<file path="src/rtl/fft32_pkg.sv">
// fft32_pkg: shared constants for the 32-point FFT datapath.
//   FRAME_LEN  samples per frame (power of two)
//   NUM_DEST   number of stage buffers fed by the demux
//   SEL_WIDTH  destination selector width
//   dest_e     destination encodings DEST_STAGE0..DEST_STAGE4 = 0..4
package fft32_pkg;
    localparam int FRAME_LEN = 32;
    localparam int NUM_DEST  = 5;
    localparam int SEL_WIDTH = 3;

    typedef enum logic [SEL_WIDTH-1:0] {
        DEST_STAGE0 = 3'd0,
        DEST_STAGE1 = 3'd1,
        DEST_STAGE2 = 3'd2,
        DEST_STAGE3 = 3'd3,
        DEST_STAGE4 = 3'd4
    } dest_e;
endpackage

</file>
<file path="src/rtl/fft32_demux1x5_if.sv">
// fft32_demux1x5_if: stream bus of the 1-to-5 frame demux.
//   in_data/in_valid/in_ready  input sample handshake
//   dest_sel                   destination for the frame (first sample only)
//   out_data                   shared data bus to all destinations
//   out_valid/out_ready        one-hot per-destination handshake
//   cur_dest, frame_done, err  status
// slave = demux side, master = source/sink side.
interface fft32_demux1x5_if #(
    parameter int DATA_WIDTH = 16,
    parameter int SEL_WIDTH  = 3,
    parameter int NUM_DEST   = 5
);
    logic [DATA_WIDTH-1:0] in_data;
    logic                  in_valid;
    logic                  in_ready;
    logic [SEL_WIDTH-1:0]  dest_sel;
    logic [DATA_WIDTH-1:0] out_data;
    logic [NUM_DEST-1:0]   out_valid;
    logic [NUM_DEST-1:0]   out_ready;
    logic [SEL_WIDTH-1:0]  cur_dest;
    logic                  frame_done;
    logic                  err;

    modport slave (
        input  in_data, in_valid, dest_sel, out_ready,
        output in_ready, out_data, out_valid, cur_dest, frame_done, err
    );

    modport master (
        output in_data, in_valid, dest_sel, out_ready,
        input  in_ready, out_data, out_valid, cur_dest, frame_done, err
    );
endinterface

</file>
<file path="src/rtl/fft32_pipe_reg.sv">
// fft32_pipe_reg: one-entry output register holding {data, tag}.
//   clk, rst   clock, asynchronous active-high reset
//   load_i     capture data_i/tag_i (wins over drain, so drain+load reloads)
//   drain_i    held entry consumed this cycle
//   data_i/tag_i  entry to capture
//   full_o/data_o/tag_o  held entry
module fft32_pipe_reg #(
    parameter int DATA_WIDTH = 16,
    parameter int TAG_WIDTH  = 3
) (
    input  logic                  clk,
    input  logic                  rst,
    input  logic                  load_i,
    input  logic                  drain_i,
    input  logic [DATA_WIDTH-1:0] data_i,
    input  logic [TAG_WIDTH-1:0]  tag_i,
    output logic                  full_o,
    output logic [DATA_WIDTH-1:0] data_o,
    output logic [TAG_WIDTH-1:0]  tag_o
);
    logic                  full_q, full_d;
    logic [DATA_WIDTH-1:0] data_q, data_d;
    logic [TAG_WIDTH-1:0]  tag_q, tag_d;

    always_comb begin
        full_d = full_q;
        data_d = data_q;
        tag_d  = tag_q;
        if (load_i) begin
            full_d = 1'b1;
            data_d = data_i;
            tag_d  = tag_i;
        end else if (drain_i) begin
            full_d = 1'b0;
        end
    end

    always_ff @(posedge clk or posedge rst) begin
        if (rst) begin
            full_q <= 1'b0;
            data_q <= '0;
            tag_q  <= '0;
        end else begin
            full_q <= full_d;
            data_q <= data_d;
            tag_q  <= tag_d;
        end
    end

    assign full_o = full_q;
    assign data_o = data_q;
    assign tag_o  = tag_q;
endmodule

</file>
<file path="src/rtl/fft32_demux1x5.sv">
// fft32_demux1x5: frame-based 1-to-5 stream distributor.
//   clk, rst  clock, asynchronous active-high reset
//   bus       fft32_demux1x5_if.slave (sample input, one-hot outputs, status)
// Each FRAME_LEN-sample frame goes to the destination sampled from dest_sel
// on its first sample. Frames with an illegal destination (>= 5) are
// accepted and discarded.
// Optional macro FFT32_DEMUX_ERR_EN: sticky err on an illegal-destination
// frame; otherwise err is tied low.
module fft32_demux1x5 #(
    parameter int DATA_WIDTH = 16,
    parameter int SEL_WIDTH  = 3,
    parameter int FRAME_LEN  = 32
) (
    input  logic          clk,
    input  logic          rst,
    fft32_demux1x5_if.slave bus
);
    import fft32_pkg::*;

    localparam int CNT_W = $clog2(FRAME_LEN);
    localparam logic [CNT_W-1:0] LAST = CNT_W'(FRAME_LEN - 1);

    logic [CNT_W-1:0]      cnt_q, cnt_d;
    logic [SEL_WIDTH-1:0]  cur_dest_q, cur_dest_d;
    logic                  frame_done_q, frame_done_d;

    logic                  first, legal, in_ready, accept, load;
    logic                  full, drain;
    logic [SEL_WIDTH-1:0]  frame_sel, tag;
    logic [NUM_DEST-1:0]   tag_onehot;
    logic [DATA_WIDTH-1:0] data;

    always_comb begin
        first     = (cnt_q == '0);
        // The frame's destination is dest_sel only on its first sample.
        frame_sel = first ? bus.dest_sel : cur_dest_q;
        legal     = (frame_sel <= SEL_WIDTH'(DEST_STAGE4));

        tag_onehot = '0;
        for (int unsigned k = 0; k < NUM_DEST; k++) begin
            if (tag == SEL_WIDTH'(k)) tag_onehot[k] = 1'b1;
        end

        // Only the ready bit of the held sample's own destination counts.
        drain    = full && |(tag_onehot & bus.out_ready);
        // Illegal frames are sunk unconditionally, independent of the output.
        in_ready = legal ? (!full || drain) : 1'b1;
        accept   = bus.in_valid && in_ready;
        load     = accept && legal;

        cnt_d        = accept ? cnt_q + 1'b1 : cnt_q;
        cur_dest_d   = (accept && first) ? bus.dest_sel : cur_dest_q;
        frame_done_d = accept && (cnt_q == LAST);
    end

    always_ff @(posedge clk or posedge rst) begin
        if (rst) begin
            cnt_q        <= '0;
            cur_dest_q   <= SEL_WIDTH'(DEST_STAGE0);
            frame_done_q <= 1'b0;
        end else begin
            cnt_q        <= cnt_d;
            cur_dest_q   <= cur_dest_d;
            frame_done_q <= frame_done_d;
        end
    end

    fft32_pipe_reg #(
        .DATA_WIDTH(DATA_WIDTH),
        .TAG_WIDTH (SEL_WIDTH)
    ) u_pipe (
        .clk    (clk),
        .rst    (rst),
        .load_i (load),
        .drain_i(drain),
        .data_i (bus.in_data),
        .tag_i  (frame_sel),
        .full_o (full),
        .data_o (data),
        .tag_o  (tag)
    );

`ifdef FFT32_DEMUX_ERR_EN
    logic err_q;
    always_ff @(posedge clk or posedge rst) begin
        if (rst) err_q <= 1'b0;
        else     err_q <= err_q | (accept && first && !legal);
    end
    assign bus.err = err_q;
`else
    assign bus.err = 1'b0;
`endif

    assign bus.in_ready   = in_ready;
    assign bus.out_data   = data;
    assign bus.out_valid  = full ? tag_onehot : '0;
    assign bus.cur_dest   = cur_dest_q;
    assign bus.frame_done = frame_done_q;
endmodule

</file>
<file path="src/flat_wrapper.sv">
// flat-port wrapper written by rule: the top's interface ports become plain ports
module fft32_demux1x5_flat import fft32_pkg::*;
#(
    parameter int DATA_WIDTH = 16,
    parameter int SEL_WIDTH  = 3,
    parameter int FRAME_LEN  = 32
)
  (clk, rst, bus_in_data, bus_in_valid, bus_dest_sel, bus_out_ready, bus_in_ready, bus_out_data, bus_out_valid, bus_cur_dest, bus_frame_done, bus_err);
  fft32_demux1x5_if #(.DATA_WIDTH(DATA_WIDTH), .SEL_WIDTH(SEL_WIDTH), .NUM_DEST(5)) bus_i ();
  input  logic clk;
  input  logic rst;
  input wire logic [$bits(bus_i.in_data)-1:0] bus_in_data;
  input wire logic [$bits(bus_i.in_valid)-1:0] bus_in_valid;
  input wire logic [$bits(bus_i.dest_sel)-1:0] bus_dest_sel;
  input wire logic [$bits(bus_i.out_ready)-1:0] bus_out_ready;
  output wire logic [$bits(bus_i.in_ready)-1:0] bus_in_ready;
  output wire logic [$bits(bus_i.out_data)-1:0] bus_out_data;
  output wire logic [$bits(bus_i.out_valid)-1:0] bus_out_valid;
  output wire logic [$bits(bus_i.cur_dest)-1:0] bus_cur_dest;
  output wire logic [$bits(bus_i.frame_done)-1:0] bus_frame_done;
  output wire logic [$bits(bus_i.err)-1:0] bus_err;
  assign bus_i.in_data = bus_in_data;
  assign bus_i.in_valid = bus_in_valid;
  assign bus_i.dest_sel = bus_dest_sel;
  assign bus_i.out_ready = bus_out_ready;
  assign bus_in_ready = bus_i.in_ready;
  assign bus_out_data = bus_i.out_data;
  assign bus_out_valid = bus_i.out_valid;
  assign bus_cur_dest = bus_i.cur_dest;
  assign bus_frame_done = bus_i.frame_done;
  assign bus_err = bus_i.err;
  fft32_demux1x5 #(.DATA_WIDTH(DATA_WIDTH), .SEL_WIDTH(SEL_WIDTH), .FRAME_LEN(FRAME_LEN)) u_core (.clk(clk), .rst(rst), .bus(bus_i));
endmodule
</file>
<file path="config.mk">
export PLATFORM = sky130hd
export DESIGN_NAME = fft32_demux1x5_flat
export DESIGN_NICKNAME = d
export VERILOG_FILES = /design/src/rtl/fft32_pkg.sv /design/src/rtl/fft32_demux1x5_if.sv /design/src/rtl/fft32_pipe_reg.sv /design/src/rtl/fft32_demux1x5.sv /design/src/flat_wrapper.sv
export SDC_FILE = /design/constraint.sdc
export NUM_CORES = 1
export LEC_CHECK = 0
export ABC_AREA = 1
export BUFFER_PORTS_ARGS = -buffer_cell sky130_fd_sc_hd__clkbuf_2
export CAP_MARGIN = 40
export CORE_MARGIN = 1
export CORE_UTILIZATION = 44
export CTS_CLUSTER_DIAMETER = 60
export DETAILED_ROUTE_END_ITERATION = 16
export HOLD_SLACK_MARGIN = 0.08
export MAX_ROUTING_LAYER = met4
export PLACE_DENSITY = 0.74
export SYNTH_ARGS = -nofsm -noshare
export SYNTH_HDL_FRONTEND = slang
export SYNTH_SLANG_ARGS = --single-unit
</file>
<file path="constraint.sdc">
create_clock -name clk -period 1.47 [get_ports clk]
set_input_delay 0.147 -clock clk [delete_from_list [all_inputs] [get_ports clk]]
set_output_delay 0.147 -clock clk [all_outputs]
set_load 0.005 [all_outputs]
</file>
==> impl_metrics.toml <==
[global_route]
grt_pass1_wl_um = 6470
grt_usage_pct = 25.1
grt_pass1_vias = 1457
globalRouteOverflowTotal = 0
antenna_found_initial = 0
grt_max_degree = 30

[floorplan]
die_h_um = 61.5
initial_core_util_pct = 46.2
dieArea_mm2 = 0.00378
core_area_mm2 = 0.00336
io_pins = 54
rows = 21
die_x_um = 61.5

[routing]
first_iter_violations = 67
drt_wl_total_um = 4210
antenna_left = 0
dr.pass1.iters = 4
detail_route.vias_per_cell = 4.66
drc = 0
wl_per_cell_um = 12.7
route.vias.total = 1551

[yosys]
synth.top_cell.area_share_pct = 46.7
syn_nets = 209
yosys-top-cells-count = "35 x nand2_1, 31 x inv_1, 29 x dfrtp_1"
avgSynthCellArea_um2 = 8.69
yosys_warnings = 0
synth_edf_count = 0
synthCells = 179
yosysUniqueCellTypes = 22
synth.most_common_cell = "nand2_1"
seq_area_frac_synth_pct = 46.7
yosys.area.top_type = "dfrtp_1"
synth_seq_cells = 29
synth_area_mm2 = 0.00156
synth_ff_type = "dfrtp_1"
synthTopCellsByArea = "dfrtp_1 47%, o21ai_2 10%, nand2_1 8.4%"
async_flop_share_pct = 100

[power]
cellPowerDensity_mw_per_mm2 = 2220
vdd_drop_max_v = 0.00120
p_leak_nw = 1.36

[cells_and_area]
drive_gt1_share_pct = 54.7
fin_nets = 316
design_area_mm2 = 0.00253
fin_util_pct = 75.2
register_area_um2 = 728
multiInputGateArea_um2 = 778
synthToLayoutAreaGrowth_pct = 62.7
fillers = 239
num_antenna_cells = 0

[clock_tree]
cts-root-buf = "clkbuf_4"
cts_sinks = 29
clk_latency_ns = 0.33
tritoncts = "built"
cts_buffers = 5
clockBufferDepth = 2
htreeDepth = 2
path_clk_slew_ns = 0.08

[critical_path]
path_max_fanout = 3
cp-start-kind = "flop"
worstPathArrival_ns = 1.56
path_class = "reg -> out"
critPathCaptureType = "output port"
worstPathRequired_ns = 1.32

[min_path]
hold_path_class = "in -> reg"

[sta]
worst_slack_ns = -0.235
grt_setup_unrepaired = "true"
min_period_ns = 1.70
setup_viol_count_final = 33
finalHoldViolations = 0
drv_slew = 0
finalCritPeriodShare_pct = 116
fin_worst_skew_ns = 0.0154
clock.fmax_mhz = 587

[placed_design]
placed_cell_area_mm2 = 0.00194
place.gp.congestion = 0.767
dp_hpwl_um = 2270
port_buffers = 52

[job]
maxCapViolations = 0

[run_status]
status = "finished with violations"
violations = "setup timing"
## placed cells by master (no fill, tap or decap), types with 2 or more instances in the layout
cell	synthesis	layout
nand2_2	16	23
dlygate4sd3_1	0	19
nor4_4	0	3
nor2_1	10	9
buf_2	1	3
clkbuf_4	0	5
o21ai_2	18	18
inv_1	31	28
nand3_2	3	3
buf_6	2	9
clkbuf_2	0	48
nand3_4	0	2
nand3_1	10	8
nand2_1	35	25
nand4_1	7	7
ha_1	3	2
dfrtp_2	0	2
nand2_4	0	2
buf_4	2	28
inv_2	2	5
dfrtp_1	29	27
## worst max-delay path, stage by stage, from the launching register on
cell and delay (ns):
dfrtp_1 0.40, inv_2 0.09, ha_4 0.16, nand4_1 0.13, nand2_2 0.12, nand2_2 0.07
nand2_4 0.09, nand2_4 0.05, buf_6 0.11
## metal layers
metal | wire [um] | part of all wire, % | track usage [%]
met4 | 131 | 3.1 | 13.7
met5 | 0 | 0 | -
met3 | 161 | 3.8 | 4.20
met2 | 2220 | 53 | 42.2
met1 | 1700 | 40 | 28.4
## flip-flops by register name (all words and copies together), names as in the netlist
name and flops:
u_core.bus.frame_done 1, u_core.u_pipe.tag_o 3, u_core.bus.cur_dest 3, u_core.u_pipe.full_o 1, u_core.u_pipe.data_o 16, u_core.cnt_q 5
## repair_timing
item,CTS,global route
endpoints found under the hold margin,47,0
gates resized for setup,36,12
pin swaps,17,8
gates cloned,1,0
setup buffers,18,3
hold buffers,19,0
setup endpoints to repair,33,33
## logic make-up after synthesis
family,share of synthesized area [%]
AND/OR/NAND/NOR,26.9
buffers and inverters,12.2
flip-flops,46.7
AO/OA/AOI/OAI,10.5
adder cells (fa/ha/maj),2.41
XOR/XNOR,1.13
other,0.241
## where the power goes
group          internal [mW]  switching, mW  total, mW
logic                   1.71           1.76       3.47
clock network          0.406          0.279      0.685
registers               1.18          0.292       1.47
total                   3.29           2.33       5.63
## area by class of cell
type | count | area share, %
Tap cell | 46 | 2.27
Inverter | 33 | 4.90
Clock buffer | 7 | 2.18
Multi-Input combinational cell | 110 | 30.8
Clock inverter | 1 | 1.19
Timing Repair Buffer | 107 | 29.9
Sequential cell | 29 | 28.8
## worst paths after layout
path                       depth (start not counted)                       to               startpoint  slack, ns
max in group asynchronous                          4   u_core.u_pipe.tag_o[0]                      rst       0.78
min                                                3   u_core.bus.cur_dest[1]          bus_dest_sel[1]       0.11
max reg2reg                                       11   u_core.u_pipe.tag_o[0]          u_core.cnt_q[0]      -0.22
min in group asynchronous                          4   u_core.u_pipe.tag_o[2]                      rst       0.40
min reg2reg                                        2  u_core.u_pipe.data_o[9]  u_core.u_pipe.data_o[9]       0.49
max                                                8             bus_in_ready          u_core.cnt_q[0]      -0.23
## per-stage QoR
| step | total power, mW | TNS (ns) | hold WS [ns] | worst slack (ns) | std cells |
|---|---|---|---|---|---|
| CTS | 5.38 | -4.32 | 0.0823 | -0.185 | 332 |
| detailed placement | 3.78 | -4.27 | 0.219 | -0.192 | 288 |
| floorplan | 3.00 | -1.85 | 0.225 | -0.0832 | 179 |
| global placement | 3.72 | -3.06 | 0.213 | -0.149 | 288 |
| finish | 5.63 | -5.62 | 0.107 | -0.235 | 333 |
| global route | 6.04 | -8.59 | 0.103 | -0.308 | 333 |
(Power assumes the default switching activity.)
